<file path="config.mk">
export PLATFORM = sky130hd
export DESIGN_NAME = da2_dac_serializer_flat
export DESIGN_NICKNAME = d
export VERILOG_FILES = /design/src/rtl/da2_pkg.sv /design/src/rtl/da2_dac_serializer_if.sv /design/src/rtl/da2_clk_div.sv /design/src/rtl/da2_dac_serializer.sv /design/src/flat_wrapper.sv
export SDC_FILE = /design/constraint.sdc
export NUM_CORES = 1
export LEC_CHECK = 0
export ABC_CLOCK_PERIOD_IN_PS = 3270
export CAP_MARGIN = 20
export CELL_PAD_IN_SITES_DETAIL_PLACEMENT = 1
export CELL_PAD_IN_SITES_GLOBAL_PLACEMENT = 2
export CORE_MARGIN = 2
export CORE_UTILIZATION = 36
export CTS_CLUSTER_SIZE = 24
export DETAILED_ROUTE_END_ITERATION = 7
export PLACE_DENSITY_LB_ADDON = 0.05
export SLEW_MARGIN = 20
export SYNTH_ARGS = -nofsm -noshare
export SYNTH_HDL_FRONTEND = slang
export SYNTH_SLANG_ARGS = --single-unit
</file>
<file path="constraint.sdc">
create_clock -name clk -period 3.27 [get_ports clk]
set_input_delay 0.327 -clock clk [delete_from_list [all_inputs] [get_ports clk]]
set_output_delay 0.327 -clock clk [all_outputs]
set_load 0.01 [all_outputs]
</file>
<file path="src/rtl/da2_pkg.sv">
// -----------------------------------------------------------------------------
// da2_pkg
// Shared definitions for the Pmod DA2 serializer: frame geometry, power-down
// field encoding, the serializer state type and the frame builder.
// -----------------------------------------------------------------------------
package da2_pkg;

  localparam int DA2_FRAME_BITS = 16;
  localparam int DA2_SAMPLE_W   = 12;
  localparam logic [1:0] DA2_PD_NORMAL = 2'b00;

  typedef enum logic [1:0] {
    IDLE  = 2'd0,
    SHIFT = 2'd1,
    GAP   = 2'd2
  } da2_state_t;

  // Build one 16-bit DAC word: {2'b00, PD, sample}. When to_offset is set the
  // sample MSB is flipped, turning two's complement into offset binary.
  function automatic logic [DA2_FRAME_BITS-1:0] da2_build_frame(
    input logic [DA2_SAMPLE_W-1:0] sample,
    input logic                    to_offset
  );
    logic [DA2_SAMPLE_W-1:0] coded;
    coded = sample;
    coded[DA2_SAMPLE_W-1] = sample[DA2_SAMPLE_W-1] ^ to_offset;
    return {2'b00, DA2_PD_NORMAL, coded};
  endfunction

endpackage

</file>
<file path="src/rtl/da2_dac_serializer_if.sv">
// -----------------------------------------------------------------------------
// da2_dac_serializer_if
// Sample-pair valid/ready handshake between the audio datapath and the DA2
// serializer.
//   sample_valid : upstream has a sample pair (master -> slave)
//   sample_ready : serializer idle, pair accepted this cycle if valid
//   sample_a     : channel A sample, drives SDATA_DA2[0]
//   sample_b     : channel B sample, drives SDATA_DA2[1]
// -----------------------------------------------------------------------------
interface da2_dac_serializer_if #(
  parameter int DATA_W = da2_pkg::DA2_SAMPLE_W
);

  logic              sample_valid;
  logic              sample_ready;
  logic [DATA_W-1:0] sample_a;
  logic [DATA_W-1:0] sample_b;

  modport master (
    output sample_valid,
    output sample_a,
    output sample_b,
    input  sample_ready
  );

  modport slave (
    input  sample_valid,
    input  sample_a,
    input  sample_b,
    output sample_ready
  );

endinterface

</file>
<file path="src/rtl/da2_clk_div.sv">
// -----------------------------------------------------------------------------
// da2_clk_div
// SCLK generator for the DA2 serializer. While enabled, SCLK toggles every
// CLK_DIV clk cycles; rise_tick / fall_tick pulse for one cycle on the clk
// edge that makes SCLK rise / fall. While disabled, SCLK is held high and the
// counter is parked at zero so the first half-period after enable is full.
//   clk, rst  : system clock, asynchronous active-low reset
//   en        : run the divider
//   sclk      : divided serial clock (idles high)
//   rise_tick : this edge drives sclk 0 -> 1
//   fall_tick : this edge drives sclk 1 -> 0
// -----------------------------------------------------------------------------
module da2_clk_div #(
  parameter int CLK_DIV = 2
) (
  input  logic clk,
  input  logic rst,
  input  logic en,
  output logic sclk,
  output logic rise_tick,
  output logic fall_tick
);

  localparam int CNT_W = (CLK_DIV > 1) ? $clog2(CLK_DIV) : 1;
  localparam logic [CNT_W-1:0] CNT_LAST = CNT_W'(CLK_DIV - 1);

  logic [CNT_W-1:0] cnt_reg, cnt_next;
  logic             sclk_reg, sclk_next;
  logic             terminal;

  assign terminal  = en && (cnt_reg == CNT_LAST);
  // Ticks are combinational so the serializer acts on the same edge that
  // moves SCLK.
  assign rise_tick = terminal && !sclk_reg;
  assign fall_tick = terminal && sclk_reg;
  assign sclk      = sclk_reg;

  always_comb begin
    cnt_next  = cnt_reg;
    sclk_next = sclk_reg;
    if (!en) begin
      cnt_next  = '0;
      sclk_next = 1'b1;
    end else if (terminal) begin
      cnt_next  = '0;
      sclk_next = ~sclk_reg;
    end else begin
      cnt_next  = cnt_reg + 1'b1;
    end
  end

  always_ff @(posedge clk or negedge rst) begin
    if (!rst) begin
      cnt_reg  <= '0;
      sclk_reg <= 1'b1;
    end else begin
      cnt_reg  <= cnt_next;
      sclk_reg <= sclk_next;
    end
  end

endmodule

</file>
<file path="src/rtl/da2_dac_serializer.sv">
// -----------------------------------------------------------------------------
// da2_dac_serializer
// Accepts one 12-bit A/B sample pair per handshake and shifts it out to the
// Pmod DA2 as two parallel 16-bit frames ({00, PD=00, sample}, MSB first),
// framed by active-low SYNC and clocked by a divided SCLK. Data changes on
// SCLK rising edges; the DAC samples on falling edges. Each frame is followed
// by a 2*CLK_DIV cycle gap with SYNC and SCLK high.
//   clk, rst   : system clock, asynchronous active-low reset
//   smp        : slave side of the sample-pair handshake
//   SCLK_DA2   : DAC serial clock, idles high
//   SYNC_DA2   : frame sync, active-low
//   SDATA_DA2  : [0] channel A, [1] channel B serial data
//   busy       : frame or inter-frame gap in progress
// Parameters: CLK_DIV (>=1) clk cycles per SCLK half-period, DATA_W (must be 12).
// Build option: define DA2_SIGNED_IN_EN to accept two's complement samples
// (MSB inverted at latch); otherwise samples are offset binary, unchanged.
// -----------------------------------------------------------------------------
module da2_dac_serializer #(
  parameter int CLK_DIV = 2,
  parameter int DATA_W  = 12
) (
  input  logic                       clk,
  input  logic                       rst,
  da2_dac_serializer_if.slave        smp,
  output logic                       SCLK_DA2,
  output logic                       SYNC_DA2,
  output logic [1:0]                 SDATA_DA2,
  output logic                       busy
);

  import da2_pkg::*;

  if (DATA_W != DA2_SAMPLE_W) begin : g_bad_width
    $error("da2_dac_serializer: DATA_W must be 12 for the DA2");
  end
  if (CLK_DIV < 1) begin : g_bad_div
    $error("da2_dac_serializer: CLK_DIV must be at least 1");
  end

  localparam int GAP_CYCLES = 2 * CLK_DIV;
  localparam int GAP_W      = $clog2(GAP_CYCLES);
  localparam logic [GAP_W-1:0] GAP_LAST = GAP_W'(GAP_CYCLES - 1);
  localparam int BIT_W      = $clog2(DA2_FRAME_BITS);
  localparam logic [BIT_W-1:0] BIT_LAST = BIT_W'(DA2_FRAME_BITS - 1);

`ifdef DA2_SIGNED_IN_EN
  localparam logic TO_OFFSET = 1'b1;
`else
  localparam logic TO_OFFSET = 1'b0;
`endif

  da2_state_t         state_reg, state_next;
  logic [BIT_W-1:0]   bit_cnt_reg;
  logic [GAP_W-1:0]   gap_cnt_reg;
  logic               last_fall_reg;
  logic               sync_reg, sync_next;
  logic               clk_en, rise_tick, fall_tick, sclk;
  logic               accept, last_bit, gap_done, frame_done;
  logic [DA2_SAMPLE_W-1:0] sample_in [2];

  assign sample_in[0] = smp.sample_a;
  assign sample_in[1] = smp.sample_b;

  da2_clk_div #(.CLK_DIV(CLK_DIV)) u_clk_div (
    .clk       (clk),
    .rst       (rst),
    .en        (clk_en),
    .sclk      (sclk),
    .rise_tick (rise_tick),
    .fall_tick (fall_tick)
  );

  // Decoded directly from the state register so the ready path has no
  // dependency on the next-state logic.
  assign accept     = smp.sample_valid && (state_reg == IDLE);
  assign last_bit   = (bit_cnt_reg == BIT_LAST);
  // The frame ends on the SCLK rise that follows the 16th falling edge,
  // i.e. one half-period after the DAC took the last bit.
  assign frame_done = rise_tick && last_fall_reg;
  assign gap_done   = (gap_cnt_reg == GAP_LAST);

  // State register
  always_ff @(posedge clk or negedge rst) begin
    if (!rst) begin
      state_reg <= IDLE;
    end else begin
      state_reg <= state_next;
    end
  end

  // Next-state logic
  always_comb begin
    state_next = state_reg;
    case (state_reg)
      IDLE:    if (accept)     state_next = SHIFT;
      SHIFT:   if (frame_done) state_next = GAP;
      GAP:     if (gap_done)   state_next = IDLE;
      default: state_next = IDLE;
    endcase
  end

  // Output decode
  always_comb begin
    smp.sample_ready = 1'b0;
    busy             = 1'b1;
    clk_en           = 1'b0;
    case (state_reg)
      IDLE: begin
        smp.sample_ready = 1'b1;
        busy             = 1'b0;
      end
      SHIFT:   clk_en = 1'b1;
      GAP:     clk_en = 1'b0;
      default: begin
        smp.sample_ready = 1'b0;
        busy             = 1'b0;
      end
    endcase
  end

  // SYNC is registered from the next state so it falls on the accept edge
  // and rises on the frame-done edge without decode glitches.
  assign sync_next = (state_next != SHIFT);

  // Bit / gap counters and frame sync
  always_ff @(posedge clk or negedge rst) begin
    if (!rst) begin
      bit_cnt_reg   <= '0;
      gap_cnt_reg   <= '0;
      last_fall_reg <= 1'b0;
      sync_reg      <= 1'b1;
    end else begin
      sync_reg <= sync_next;
      case (state_reg)
        IDLE: begin
          bit_cnt_reg   <= '0;
          gap_cnt_reg   <= '0;
          last_fall_reg <= 1'b0;
        end
        SHIFT: begin
          // bit_cnt counts bits already advanced past; once at the last bit
          // the next falling edge is the 16th.
          if (fall_tick && last_bit) begin
            last_fall_reg <= 1'b1;
          end
          if (rise_tick && !last_fall_reg) begin
            bit_cnt_reg <= bit_cnt_reg + 1'b1;
          end
        end
        GAP:     gap_cnt_reg <= gap_cnt_reg + 1'b1;
        default: gap_cnt_reg <= '0;
      endcase
    end
  end

  // Per-channel shift registers. The MSB is the line value, so clearing the
  // register at frame end forces SDATA to 00 outside SHIFT.
  for (genvar gi = 0; gi < 2; gi++) begin : g_chan
    logic [DA2_FRAME_BITS-1:0] shift_reg;

    always_ff @(posedge clk or negedge rst) begin
      if (!rst) begin
        shift_reg <= '0;
      end else if (accept) begin
        shift_reg <= da2_build_frame(sample_in[gi], TO_OFFSET);
      end else if ((state_reg == SHIFT) && rise_tick) begin
        if (last_fall_reg) begin
          shift_reg <= '0;
        end else begin
          shift_reg <= {shift_reg[DA2_FRAME_BITS-2:0], 1'b0};
        end
      end
    end

    assign SDATA_DA2[gi] = shift_reg[DA2_FRAME_BITS-1];
  end

  assign SCLK_DA2 = sclk;
  assign SYNC_DA2 = sync_reg;

endmodule

</file>
<file path="src/flat_wrapper.sv">
// flat-port wrapper written by rule: the top's interface ports become plain ports
module da2_dac_serializer_flat import da2_pkg::*;
#(
  parameter int CLK_DIV = 2,
  parameter int DATA_W  = 12
)
  (clk, rst, SCLK_DA2, SYNC_DA2, SDATA_DA2, busy, smp_sample_valid, smp_sample_a, smp_sample_b, smp_sample_ready);
  da2_dac_serializer_if #(.DATA_W(DATA_W)) smp_i ();
  input  logic clk;
  input  logic rst;
  output logic SCLK_DA2;
  output logic SYNC_DA2;
  output logic [1:0] SDATA_DA2;
  output logic busy;
  input wire logic [$bits(smp_i.sample_valid)-1:0] smp_sample_valid;
  input wire logic [$bits(smp_i.sample_a)-1:0] smp_sample_a;
  input wire logic [$bits(smp_i.sample_b)-1:0] smp_sample_b;
  output wire logic [$bits(smp_i.sample_ready)-1:0] smp_sample_ready;
  assign smp_i.sample_valid = smp_sample_valid;
  assign smp_i.sample_a = smp_sample_a;
  assign smp_i.sample_b = smp_sample_b;
  assign smp_sample_ready = smp_i.sample_ready;
  da2_dac_serializer #(.CLK_DIV(CLK_DIV), .DATA_W(DATA_W)) u_core (.clk(clk), .rst(rst), .smp(smp_i), .SCLK_DA2(SCLK_DA2), .SYNC_DA2(SYNC_DA2), .SDATA_DA2(SDATA_DA2), .busy(busy));
endmodule
</file>
---- After elaboration in Yosys (flattened, before gate mapping) ----
Index checks and enable logic that the tools add are counted.
storage, ports and cells
  register bits after elaboration ......... 44
cells by class
  add/sub/neg operators ................... 3
  equality and inequality tests ........... 8
  mux-type cells .......................... 22
  bitwise operators ....................... 1
  reductions and logical operators ........ 16
operators with widths
  cell                                           number
  2-to-1 mux 16 bit                              6
  logical AND 1 bit                              8
  2-to-1 mux 1 bit                               8
  != test 2 x 1 -> 1 bit, second input constant  4
  one-hot mux 4 bit (2 select lines)             1
  2-to-1 mux 2 bit                               3
  one-hot mux 2 bit (3 select lines)             1
  adder 4 x 1 -> 4 bit, second input constant    1
  == test 2 bit, second input constant           2
  == test 4 bit, second input constant           1
  2-to-1 mux 4 bit                               1
  one-hot mux 2 bit (2 select lines)             1
  AND reduction 2 bit                            2
  nonzero test 2 bit                             2
  adder 2 x 1 -> 2 bit, second input constant    1
  == test 2 x 1 -> 1 bit, second input constant  1
  zero test 1 bit                                2
  zero test 2 bit                                1
  one-hot mux 1 bit (2 select lines)             1
  OR reduction 2 bit                             1
  adder 1 bit, second input constant             1
  NOT 1 bit                                      1

---- Longest topological paths before layout ----
  depth in word-level cells ............... 8
  mapped depth ............................ 8
  depth with buffers taken out ............ 6

---- Hierarchy ----
From an unflattened synthesis, not the netlist that was laid out.
unflattened totals
  cell total of the unflattened synthesis .. 229
  area total of the unflattened synthesis .. 2307.2 um^2
by module, submodules not included
  module              instances  cells each  area each (um^2)
  da2_dac_serializer  1          221         2219.6
  da2_clk_div         1          8           87.6

---- Worst setup path after synthesis ----
OpenSTA, ideal clock, no wires.
  path type ............................... register -> register
  start point ............................. reg u_core.state_reg[0]
  end point ............................... reg u_core.g_chan[0].shift_reg[10]
  arrival time ............................ 1595 ps
  slack ................................... 1592 ps
  cell stages (with the launch flop) ...... 8
  path through ............................ dfrtp_1 > inv_1 > ha_1 > and2_1 > buf_2 > clkbuf_1 > a21oi_1 > o21ai_0
between the ends
  word-level cells in the longest chain between the ends .. 6
  elaborated cells between the ends (all ways) .. 9
ends and longest elaborated chain
  item                                 line                                                  RTL
  from (decl)                          da2_dac_serializer.sv:52                              da2_state_t state_reg, state_next;
  from (signal assigned)               da2_dac_serializer.sv:87                              state_reg <= state_next;
  == test 2 x 1 -> 1 bit               da2_dac_serializer.sv:107, da2_dac_serializer.sv:166
  2-to-1 mux 1 bit                     da2_dac_serializer.sv:107                             case (state_reg)
  logical AND 1 bit                    da2_clk_div.sv:31                                     assign terminal = en && (cnt_reg == CNT_LAST);
  logical AND 1 bit                    da2_clk_div.sv:34                                     assign rise_tick = terminal && !sclk_reg;
  logical AND 1 bit                    da2_dac_serializer.sv:166                             end else if ((state_reg == SHIFT) && rise_tick) begin
  nonzero test 2 bit (no source line)  -
  to (signal assigned)                 da2_dac_serializer.sv:165                             shift_reg <= da2_build_frame(sample_in[gi], TO_OFFSET);
  to (signal assigned)                 da2_dac_serializer.sv:170                             shift_reg <= {shift_reg[DA2_FRAME_BITS-2:0], 1'b0};
  to (decl)                            da2_dac_serializer.sv:159                             logic [DA2_FRAME_BITS-1:0] shift_reg;
Parallel ways exist; a longest one is shown, timed or not.
A chain may end at the register's enable or synchronous reset.

---- Final worst setup path ----
  start point ............................. reg u_core.state_reg[0]
  end point ............................... reg u_core.g_chan[1].shift_reg[9]
between the ends
  word-level cells in the longest chain between the ends .. 6
  elaborated cells between the ends (all ways) .. 9
ends and longest elaborated chain
  item                                 line
  == test 2 x 1 -> 1 bit               da2_dac_serializer.sv:107, da2_dac_serializer.sv:166
  2-to-1 mux 1 bit                     da2_dac_serializer.sv:107
  logical AND 1 bit                    da2_clk_div.sv:31
  logical AND 1 bit                    da2_clk_div.sv:34
  logical AND 1 bit                    da2_dac_serializer.sv:166
  nonzero test 2 bit (no source line)  -
  to (signal assigned)                 da2_dac_serializer.sv:165
  to (signal assigned)                 da2_dac_serializer.sv:170
  to (decl)                            da2_dac_serializer.sv:159
Parallel ways exist; a longest one is shown, timed or not.

==> run summary <==
average vias per placed instance - 5.18
Mapped Area - 0.00218 mm2
Max Clock Freq - 480 MHz
maximum root-to-sink buffer count - 2
Switching Fraction - 35.0%
setup_tns - 0 ns
H-Tree Depth - 2
maxcap violations - 0
GRT Residual Overflow - 0
clock share of power - 18.4%
count leader, synth - dfrtp_1
highest-delay cell along the critical path - and2_2
Slew @ Worst Pin - 0.583 ns
Hold Violations, Final - 0
Worst EP required - 3.42 ns
HP Class - in -> async
num rows - 28
clock latency on the worst-skew pair - 0.29 ns
Critical Path Max Stage Delay - 0.46 ns
Setup CP Type - reg -> reg
cell taking the most area after synthesis - dfrtp_1
IO Pins - 33
clock-pin slew on the worst setup and hold paths - 0.08 ns
DRT Pass-1 Iters - 4
initial drt markers - 64
switching power - 0.662 mW
combinational share of power - 36.9%
Slew Limit Headroom - 61.2%
via count - 1694
drt drc - 0
nets@finish - 284
Max VDD drop - 0.343 mV
wire per inst - 14.5 um
RePlAce Congestion - 0.728
pin count of the biggest net entering global routing - 47
Leak - 1.11 nW
DP Area - 0.00252 mm2
die area - 0.00669 mm2
critical path data arrival time - 2.24 ns
Crit. End Element - register
PostCTS Resize Cnt - 0
Final Setup Violations - 0
skew final - 0.00475 ns
worst reg2reg path startpoint - u_core.state_reg[0]$_DFF_PN0_
overall global routing resource usage - 15.4%
DP Wirelength - 3250 um
Warnings, synthesis - 0
Critical Path Fanout Max - 23
Synth area leaders - dfrtp_1 48%, nor3b_1 7.6%, a21oi_1 7.1%
first-pass GRT wire length - 7890 um
area delta synth->final - 19.9%
CTS sink count - 44
Int Pwr - 1.23 mW
reg-to-reg endpoint - u_core.g_chan[1].shift_reg[9]$_DFFE_PN0P_
number of synthesized flops with an enable pin - 0
layout cell share with drive strength beyond 1 - 7.94%
Die Span X - 81.8 um
diodes inserted - 0
worst r2r path cells - 7
cells after synthesis - 226
max reg flops - 32
register area share after synthesis - 50.7%
Distinct cells, synth - 35
WP depth - 7
Synth top cells by count - 42 x dfrtp_1, 39 x nand2_1, 31 x a21oi_1, 26 x o21ai_0, 22 x nor3b_1
count of state elements after synthesis - 44
CP top delay family - simple AND/OR/NAND/NOR gates
dominant register cell in the synthesized netlist - dfrtp_1
Worst setup SP type - register
crit share post-route - 63.7%
WL final - 4740 um
register share of total power - 44.7%
Power, Total - 1.89 mW
initial antenna violation count - 0
CTS Buf Count - 5
Pwr Density - 724 mW/mm2
synthesized area per cell - 9.63 um2
Crit path buffers/inverters - 2
Setup Buffers After CTS - 0
min cycle time layout - 2.08 ns
Max Slew Vio Count - 0
status - finished, final reports clean
vias in the first global route - 1648
Port Buf Inserts - 32
Initial Util - 37.0%
critical path launch point - u_core.state_reg[0]$_DFF_PN0_
FF-to-FF setup slack - 1.19 ns
root buffer cell - clkbuf_8
CTS Hold Bufs - 0
core area - 0.00589 mm2
Fillers - 681
Syn Nets - 259
Synth async-reset ratio - 100%
Finished Cell Area - 0.00261 mm2
chip height - 81.8 um
unrepaired setup endpoints after global routing - false
CP cell instances - inv_1 > ha_1 > and2_2 > buf_4 > nor3b_1 > a21oi_1 > o21ai_0
CTS tree - done
top-area cell type share of the netlist area - 48.3%
antenna viol nets, final - 0
[layout by cell type (no fill, tap or decap), drive strengths merged, types with 2 or more instances in the layout]
cell,count
a21oi,31
a22o,2
clkdlybuf4s50,31
nor2,3
buf,5
nor3b,22
ha,6
nand2,40
nand4,2
o21ai,26
inv,5
nand3b,10
clkbuf,8
mux2i,2
nand2b,3
dfrtp,42
dfstp,2
[layer usage]
metal	track usage [%]	up-vias	routed length [um]
met3	3.96	4	148
met5	0	-	0
met1	19.9	839	2260
met4	4.50	0	40
li1	-	822	-
met2	25.4	29	2290
[how the worst max path moves through the flow]
stage / end
5_1_grt: u_core.g_chan[1].shift_reg[9]$_DFFE_PN0P_
6_report: u_core.g_chan[1].shift_reg[9]$_DFFE_PN0P_
2_1_floorplan: u_core.g_chan[0].shift_reg[10]$_DFFE_PN0P_
3_3_place_gp: u_core.g_chan[1].shift_reg[11]$_DFFE_PN0P_
3_5_place_dp: u_core.g_chan[1].shift_reg[9]$_DFFE_PN0P_
4_1_cts: u_core.g_chan[1].shift_reg[9]$_DFFE_PN0P_
[power groups by stage]
stage	logic [mW]	clock network [mW]	registers, mW
floorplan	0.524	0	0.823
global placement	0.673	0	0.838
detailed placement	0.712	0	0.851
CTS	0.715	0.367	0.843
global route	0.796	0.392	0.870
finish	0.697	0.348	0.844
[cell families after synthesis]
kind of cell | after synthesis | synth area share (%)
and+or+nand+nor | 87 | 22.9
muxes | 2 | 0.920
AOI/OAI and AO/OA | 63 | 16.3
DFF | 44 | 50.7
buffers and inverters | 23 | 5.40
adders and majority gates | 6 | 3.45
xor gates and xnor gates | 1 | 0.402
[area by class of cell]
| cell class | instances | area [um2] | area share (%) |
|---|---|---|---|
| Clock buffer | 8 | 90.1 | 3.45 |
| Sequential cell | 44 | 1100 | 42.3 |
| Timing Repair Buffer | 36 | 348 | 13.3 |
| Tap cell | 75 | 93.8 | 3.59 |
| Inverter | 5 | 18.8 | 0.719 |
| Multi-Input combinational cell | 159 | 957 | 36.7 |
[per-stage QoR]
stage | util [%] | setup WS, ns | instances | hold WS (ns)
final | 44.4 | 1.19 | 327 | 0.0226
after global routing | 44.4 | 0.954 | 327 | 0.0585
after CTS | 44.3 | 1.17 | 327 | 0.227
after detailed placement | 42.8 | 1.19 | 319 | 0.472
after global placement | 42.8 | 1.30 | 319 | 0.454
after floorplan | - | 1.59 | 226 | 0.0314
(Power assumes the default switching activity.)
